## src/rtl/bnn_pkg.sv

```systemverilog
// Shared types and defaults for the BNN XNOR-popcount sequencer.
package bnn_pkg;

    localparam int unsigned CHUNK_W_DEF = 32;
    localparam int unsigned MS_W_DEF    = 10;
    localparam int unsigned IDX_W_DEF   = 5;

    typedef enum logic [1:0] {
        IDLE = 2'd0,
        RUN  = 2'd1,
        DONE = 2'd2
    } seq_state_t;

    typedef enum logic [1:0] {
        EXPATH_ALU = 2'd0,
        EXPATH_MUL = 2'd1,
        EXPATH_MEM = 2'd2,
        EXPATH_BNN = 2'd3
    } expath_t;

endpackage

```

## src/rtl/bnn_chunk_counter.sv

```systemverilog
// Chunk bookkeeping for the BNN sequencer: chunk count, index counter and last-chunk mask.
module bnn_chunk_counter
    import bnn_pkg::*;
#(
    parameter int unsigned CHUNK_W = CHUNK_W_DEF,
    parameter int unsigned MS_W    = MS_W_DEF,
    parameter int unsigned IDX_W   = IDX_W_DEF
) (
    input  logic               clk,
    input  logic               reset,
    input  logic [MS_W-1:0]    i_ms,
    input  logic               i_load,
    input  logic               i_run,
    output logic [IDX_W:0]     o_nchunks,
    output logic [IDX_W-1:0]   o_idx,
    output logic               o_last,
    output logic [CHUNK_W-1:0] o_mask
);

    localparam int unsigned REM_W = $clog2(CHUNK_W);

    logic [REM_W-1:0] w_rem;
    logic [REM_W-1:0] r_rem;
    logic [IDX_W:0]   r_nchunks;
    logic [IDX_W-1:0] r_idx;

    assign o_nchunks = (IDX_W+1)'(({1'b0, i_ms} + (MS_W+1)'(CHUNK_W - 1)) / (MS_W+1)'(CHUNK_W));
    assign w_rem     = REM_W'(i_ms % MS_W'(CHUNK_W));

    // Count and remainder are captured at start so a config write landing on that edge cannot disturb the op.
    always_ff @(posedge clk) begin
        if (reset) begin
            r_nchunks <= '0;
            r_rem     <= '0;
            r_idx     <= '0;
        end else begin
            if (i_load) begin
                r_nchunks <= o_nchunks;
                r_rem     <= w_rem;
            end
            if (i_run && !o_last) begin
                r_idx <= r_idx + IDX_W'(1);
            end else begin
                r_idx <= '0;
            end
        end
    end

    assign o_idx  = r_idx;
    assign o_last = i_run && (({1'b0, r_idx} + (IDX_W+1)'(1)) == r_nchunks);

    always_comb begin
        o_mask = '1;
        if (o_last && (r_rem != '0)) begin
            o_mask = (CHUNK_W'(1) << r_rem) - CHUNK_W'(1);
        end
    end

endmodule

```

## src/rtl/bnn_seq_ctrl.sv

```systemverilog
// Multi-cycle sequencer for the BNN XNOR-popcount unit: config registers, FSM, accumulator
// and pipeline stall request.
module bnn_seq_ctrl
    import bnn_pkg::*;
#(
    parameter int unsigned CHUNK_W = CHUNK_W_DEF,
    parameter int unsigned MS_W    = MS_W_DEF,
    parameter int unsigned IDX_W   = IDX_W_DEF
) (
    input  logic                       clk,
    input  logic                       reset,
    input  logic                       start_E,
    input  logic                       en_thresh_E,
    input  logic                       ms_WE_E,
    input  logic                       at_WE_E,
    input  logic [MS_W:0]              cfg_wd_E,
    input  logic [$clog2(CHUNK_W):0]   pop_in,
    output logic [IDX_W-1:0]           chunk_idx,
    output logic [CHUNK_W-1:0]         chunk_mask,
    output logic                       stall_req,
    output logic                       result_valid,
    output logic [31:0]                result,
    output logic [MS_W-1:0]            matrix_size,
    output logic [MS_W:0]              threshold
);

    seq_state_t r_state, w_next;

    logic [MS_W-1:0] r_ms;
    logic [MS_W:0]   r_thr;
    logic [MS_W:0]   r_thr_op;
    logic [MS_W:0]   r_acc;
    logic            r_en_thr;
    logic            w_load;
    logic            w_run;
    logic            w_last;
    logic [IDX_W:0]  w_nchunks;

    assign w_run  = (r_state == RUN);
    assign w_load = (r_state == IDLE) && start_E;

    bnn_chunk_counter #(
        .CHUNK_W (CHUNK_W),
        .MS_W    (MS_W),
        .IDX_W   (IDX_W)
    ) u_chunk_counter (
        .clk       (clk),
        .reset     (reset),
        .i_ms      (r_ms),
        .i_load    (w_load),
        .i_run     (w_run),
        .o_nchunks (w_nchunks),
        .o_idx     (chunk_idx),
        .o_last    (w_last),
        .o_mask    (chunk_mask)
    );

    always_comb begin
        w_next       = r_state;
        stall_req    = 1'b0;
        result_valid = 1'b0;
        unique case (r_state)
            IDLE: begin
                stall_req = start_E;
                if (start_E) begin
                    w_next = (w_nchunks == '0) ? DONE : RUN;
                end
            end
            RUN: begin
                stall_req = 1'b1;
                if (w_last) begin
                    w_next = DONE;
                end
            end
            DONE: begin
                result_valid = 1'b1;
                w_next       = IDLE;
            end
            default: w_next = IDLE;
        endcase
    end

    // Threshold is snapshotted with the op so a same-edge at write only affects later ops.
    always_ff @(posedge clk) begin
        if (reset) begin
            r_state  <= IDLE;
            r_ms     <= MS_W'(CHUNK_W);
            r_thr    <= '0;
            r_thr_op <= '0;
            r_en_thr <= 1'b0;
            r_acc    <= '0;
        end else begin
            r_state <= w_next;
            if (r_state == IDLE) begin
                if (ms_WE_E) r_ms  <= cfg_wd_E[MS_W-1:0];
                if (at_WE_E) r_thr <= cfg_wd_E;
            end
            if (w_load) begin
                r_acc    <= '0;
                r_en_thr <= en_thresh_E;
                r_thr_op <= r_thr;
            end else if (w_run) begin
                r_acc <= r_acc + (MS_W+1)'(pop_in);
            end
        end
    end

    always_comb begin
        result = '0;
        if (r_state == DONE) begin
            result = r_en_thr ? 32'(r_acc >= r_thr_op) : 32'(r_acc);
        end
    end

    assign matrix_size = r_ms;
    assign threshold   = r_thr;

endmodule

```

## config.mk

```make
export PLATFORM = sky130hd
export DESIGN_NAME = bnn_seq_ctrl
export DESIGN_NICKNAME = d
export VERILOG_FILES = /design/src/rtl/bnn_pkg.sv /design/src/rtl/bnn_chunk_counter.sv /design/src/rtl/bnn_seq_ctrl.sv
export SDC_FILE = /design/constraint.sdc
export NUM_CORES = 1
export LEC_CHECK = 0
export ABC_CLOCK_PERIOD_IN_PS = 7340
export CAP_MARGIN = 0
export CORE_AREA = 5 5 85 103
export CTS_BUF_LIST = sky130_fd_sc_hd__clkbuf_16
export DETAILED_ROUTE_END_ITERATION = 12
export DIE_AREA = 0 0 90 108
export PLACE_DENSITY = 0.85
export SYNTH_ARGS = -nofsm -noshare
export SYNTH_HDL_FRONTEND = slang
export SYNTH_SLANG_ARGS = --single-unit
```

## constraint.sdc

```tcl
create_clock -name clk -period 7.34 [get_ports clk]
set_input_delay 1.835 -clock clk [delete_from_list [all_inputs] [get_ports clk]]
set_output_delay 1.835 -clock clk [all_outputs]
set_load 0.02 [all_outputs]
```

======== Word level (Yosys, flattened, before mapping) ========
Index checks and enable logic that the tools add are counted.
storage, ports and cells
  bits in registers ....................... 62
  input bits .............................. 23
  output and inout bits ................... 92
  word-level logic and storage cells ...... 44
cells by class
  $add $sub $neg .......................... 5
  magnitude comparators ................... 1
  eq/ne operators ......................... 5
  shifts and indexed selects .............. 1
  multiplexer cells ....................... 9
  bitwise gates (word level) .............. 1
  reductions and logical operators ........ 13
operators with widths
  kind                     count
  $mux W32                 1
  $shl A1 B5 Y32 const A   1
  $sub A32 B2 Y32 const B  1
  $mux W11                 2
  $add A10 B5 Y11 const B  1
  $add A11 B6 Y11          1
  $ge A11 B11 Y1           1
  $add A5 B1 Y6 const B    1
  $eq A6 B6 Y1             1
  $logic_not A6 Y1         1
  $mux W2                  3
  $reduce_and A2 Y1        3
  $add A5 B1 Y5 const B    1
  $reduce_bool A5 Y1       1
  $logic_and A1 B1 Y1      4
  $ne A2 B2 Y1 const B     2
  $pmux W2 S2              1
  $reduce_or A2 Y1         2
  $eq A2 B1 Y1 const B     1
  $eq A2 B2 Y1 const B     1
  $logic_not A2 Y1         1
  $pmux W1 S2              1
  $logic_not A1 Y1         1
  $mux W1                  1
  $not A1 Y1               1

======== Longest topological paths before layout ========
  depth after elaboration ................. 7
  depth in mapped cells ................... 11
  mapped depth without buffers ............ 8

======== Modules after synthesis ========
A second synthesis with hierarchy kept.
second synthesis, totals
  cells, all modules ...................... 533
  area, all modules ....................... 3922.5 µm²
by module, submodules not included
  module             instances  cells an instance  area each (µm²)  sequential area each (µm²)
  bnn_seq_ctrl       1          321                2496.1           920.9
  bnn_chunk_counter  1          212                1426.4           320.3

======== Least setup slack after synthesis ========
OpenSTA, ideal clock, no wires.
  kind .................................... register to output
  start point ............................. register u_chunk_counter.r_rem[4]
  end point ............................... output chunk_mask[24]
  data arrival time ....................... 2203 ps
  data required time ...................... 5505 ps
  slack ................................... 3302 ps
  stages on the path, launching flop included .. 11
  path buffers ............................ 5
  cell sequence ........................... dfxtp_1 -> clkbuf_1 -> inv_1 -> clkbuf_1 -> nand3_1 -> ha_1 -> clkbuf_1 -> buf_2 -> clkbuf_1 -> nand3_1 -> o2111ai_1
between the ends
  word-level cells in the longest chain between the ends .. 3
  elaborated cells between the ends (all ways) .. 5
  classes of those cells .................. 1 x add/sub; 1 x shift; 1 x mux; 2 x reduce/logical
ends and longest elaborated chain
  item                                                    line                                              text
  from (decl)                                             bnn_chunk_counter.sv:23                           logic [REM_W-1:0] r_rem;
  from (signal assigned)                                  bnn_chunk_counter.sv:39                           r_rem <= w_rem;
  $shl A1 B5 Y32 or $reduce_bool A5 Y1 (tied branches)    bnn_chunk_counter.sv:55, bnn_chunk_counter.sv:54
  $sub A32 B2 Y32 or $logic_and A1 B1 Y1 (tied branches)  bnn_chunk_counter.sv:55, bnn_chunk_counter.sv:54
  $mux W32 (*)                                            bnn_chunk_counter.sv:54                           if (o_last && (r_rem != '0)) begin
  to (decl)                                               bnn_seq_ctrl.sv:19                                output logic [CHUNK_W-1:0] chunk_mask,
Every way passes the cells marked *; elsewhere a longest branch is shown, timed or not.

======== Worst setup path in the final report ========
  start point ............................. register u_chunk_counter.r_rem[4]
  end point ............................... output chunk_mask[18]
Same word-level chain as after synthesis.

==> metrics.md <==
| Metric | Value |
|---|---|
| Post-Synth Adder-Cell Area | roughly 6.7% |
| H-tree levels | 3 |
| Seq pwr share | between 30% and 40% |
| Cell variety after synth | 55 |
| GP Congestion | 0.921 |
| Status | complete, no violations |
| N_diodes | 0 |
| Overall routing resource usage | a little over a fifth |
| Cell Count, Final, Fillers Out | just under 700 |
| Compound-Gate Fraction of Synth Area | 18.8% |
| Resize count post-CTS | 0 |
| Port bufs | slightly above 90 |
| Critical path class | register to output pin |
| EDFF count, synth | 0 |
| Final Cell Area | 0.00492 sq mm |
| First-pass GRT wire length | between 15000 and 20000 um |
| Fmax achieved | 176 MHz |
| Min-Delay Path Depth | 2 |
| Hold-fix buffers, CTS | 0 |
| Initial antenna violation count | 0 |
| Hold Fails Final Rpt | 0 |
| Core Box Area | 0.00758 sq mm |
| FP Rows | 35 |
| CTS Sinks | 62 |
| Final setup violation count | 0 |
| Synthesis-to-layout area growth | 27.2% |
| Routed Antenna Nets | 0 |
| IO Pins | roughly 120 |
| Top cells by area, synth | dfxtp_1 (32%), nand2_1 (9.1%), ha_1 (6.1%) |
| Final Max Tran Viols | 0 |
| Synth Instances | 518 |
| Rel. slew slack | 20.8% |
| PwrDens | 202 mW/mm^2 |
| Main combinational cell family by area after synthesis | simple AND/OR/NAND/NOR gates |
| Leading area contributor after synthesis | dfxtp_1 |
| Setup_tns | 0 ns |
| Internal power | a little under 700 uW |
| Post-CTS setup buffers | 0 |
| Simple-Gate Fraction of Synth Area | 27.4% |
| Lkg Pwr | approximately 0.0018 uW |
| Syn Area/Cell | 7.47 sq um |
| Hold Path Class | register to register |
| Routed WL per cell | roughly 16 um |
| Max clock buf depth | 2 |
| Total gr overflow | 0 |
| Total CTS buffers | 9 |
| Pin count of the biggest net entering global routing | 33 |
| Critical Path Most Common Cell | nand3_1 |
| Max-Cap Viols | 0 |
| Vias | roughly 4000 |
| Multiplexer area fraction after synthesis | 0.259% |
| Dpl cell area | 0.00466 sq mm |
| Pre-CTS setup slack | 2.07 ns |
| Routed WL | 10900 um |
| Synth Register Bits | 62 |
| Peak supply drop | 0.169 mV |
| Syn. warnings | 0 |
| Worst Setup Start Kind | register |
| Die H | 108 um |
| Iteration-0 DRC Markers | 260 |
| Net Switching | 319 uW |
| CP Data Required Time | 5.51 ns |
| CP Max Fanout | 26 |
| Final Cycle Share | 77.2% |
| Share of layout cells above drive strength 1 | about 4% |
| CP endpoint kind | output pin |
| Critical Path Max Stage Delay | 0.84 ns |
| CP Data Arrival Time | around 3.8 ns |
| Dpl cells | roughly 660 |
| CTS clk-pin slew, worst paths | 0.05 ns |
| Buffers and inverters on the worst path | 2 |
| Comb pwr share | 24.3% |
| Starting Density | 51.1% |
| Clock latency on the worst-skew pair | 0.33 ns |
| CP max-delay cell | dfxtp_1 |
| Post-synthesis sequential area ratio | between 30 and 40% |
| Clock power share | 36.6% |
| DR pass1 iterations | 6 |
| Post-route DRC | 0 |
| Ys async rst share | 0% |
| Switching share of power | 32.2% |
| Fin crit period | 5.67 ns |
| Most frequent cells in the layout | nand2_1 (94), clkdlybuf4s50_1 (92), dfxtp_1 (62) |
| NumNets Final | 626 |
| Largest delay share family, worst path | buffers and inverters |
| Final core utilization | 65.0% |
| Reg2Reg Depth | 8 |
| TritonCTS clock tree | built |
| Die Area | 0.00972 sq mm |
| Commonest non-fill, non-tap cell in the layout | nand2_1 |
| Ys flop type | dfxtp_1 |
| RSZ-0062 raised after global routing | false |
| Post-synthesis xor/xnor area fraction | 4.53% |
| Netlist Area Pre-Place | 0.00387 sq mm |
| Vias in the first global route | 3690 |
| Routed vias/inst | slightly below 6 |
| CTS root buffer | clkbuf_16 |
| Die X-Extent | 90 um |
| Worst Slack Setup Final | ~1.7 ns |
| Worst Skew | 0.00572 ns |
| Synth top area share | 32.1% |
| Critical Path Stages | 9 |
| Final HPWL DP | 7780 um |
| Cell chain of the critical path | inv_1 > nand3_1 > ha_1 > nor2b_1 > nor3_1 > a21oi_1 > o32a_1 > nand3_1 > clkdlybuf4s50_1 |
| Slew @ Worst Pin | 1.18 ns |
[power groups by stage]
stage / clock (uW) / combinational (uW) / sequential (uW)
global placement: 0 / 230 / 392
finish: 364 / 241 / 388
detailed placement: 0 / 235 / 393
CTS: 365 / 239 / 387
floorplan: 0 / 169 / 392
global route: 382 / 264 / 391
[area by class of cell]
type / count / area (sq um)
Clock inverter: 6 / 31.3
Clock buffer: 9 / 225
Tap cell: 92 / 115
Sequential cell: 62 / 1240
Fill cell: 639 / 2660
Inverter: 18 / 67.6
Timing Repair Buffer: 93 / 928
Multi-Input combinational cell: 399 / 2310
[worst reg2reg max path, cell delays in order, from the launching register on]
cell and delay, ns:
dfxtp_1 0.41, ha_1 0.23, inv_1 0.07, fa_1 0.40, nand2b_1 0.18, a21oi_1 0.28, o221ai_1 0.18, xor2_1 0.17
nor2_1 0.06
[worst paths after layout]
check	slack, ns	start	to
max	1.67	u_chunk_counter.r_rem[4]	chunk_mask[18]
min	0.48	threshold[10]	threshold[10]
max reg2reg	5.23	r_acc[0]	r_acc[6]
min reg2reg	0.48	threshold[10]	threshold[10]
[cell families after synthesis]
group | after synthesis
xor gates and xnor gates | 20
other | 2
DFF | 62
AOI/OAI and AO/OA | 119
buffers and inverters | 77
and+or+nand+nor | 217
adders and majority gates | 20
muxes | 1
[cells in the mapped netlist (all sizes together), types with 2 or more instances]
library cell	n
buf	32
a211oi	6
nand3	20
a22oi	2
nand2b	7
nor2	29
o221ai	2
clkbuf	27
o211ai	5
o2111ai	4
o21ai	38
nor2b	10
inv	18
a31oi	4
o32a	2
or4	3
a21oi	39
xnor2	8
or2	2
nor3	13
o31ai	2
a21o	2
o21bai	2
conb	2
nand2	94
and2	3
a22o	5
nor4b	2
and3	11
xor2	12
or3	2
nand4	7
nor4	10
dfxtp	62
o21a	2
ha	19
[through the flow]
| stage | power, uW | hold WS [ns] |
|---|---|---|
| after floorplan | 562 | 0.434 |
| after global placement | 622 | 0.462 |
| after detailed placement | 629 | 0.472 |
| after CTS | 990 | 0.483 |
| after global routing | 1040 | 0.515 |
| final | 992 | 0.479 |
[state kept, by name, indices dropped and copies added, names as in the netlist]
register                   count
u_chunk_counter.r_rem          5
matrix_size                   10
u_chunk_counter.r_nchunks      6
r_thr_op                      11
r_acc                         11
threshold                     11
r_en_thr                       1
u_chunk_counter.o_idx          5
r_state                        2
[metal layers]
layer	global-route usage, %	share of wire, %
met1	24.7	40
met3	3.90	6.1
met4	9.89	2.3
met2	40.0	52
met5	0	0
(Power assumes the default switching activity.)
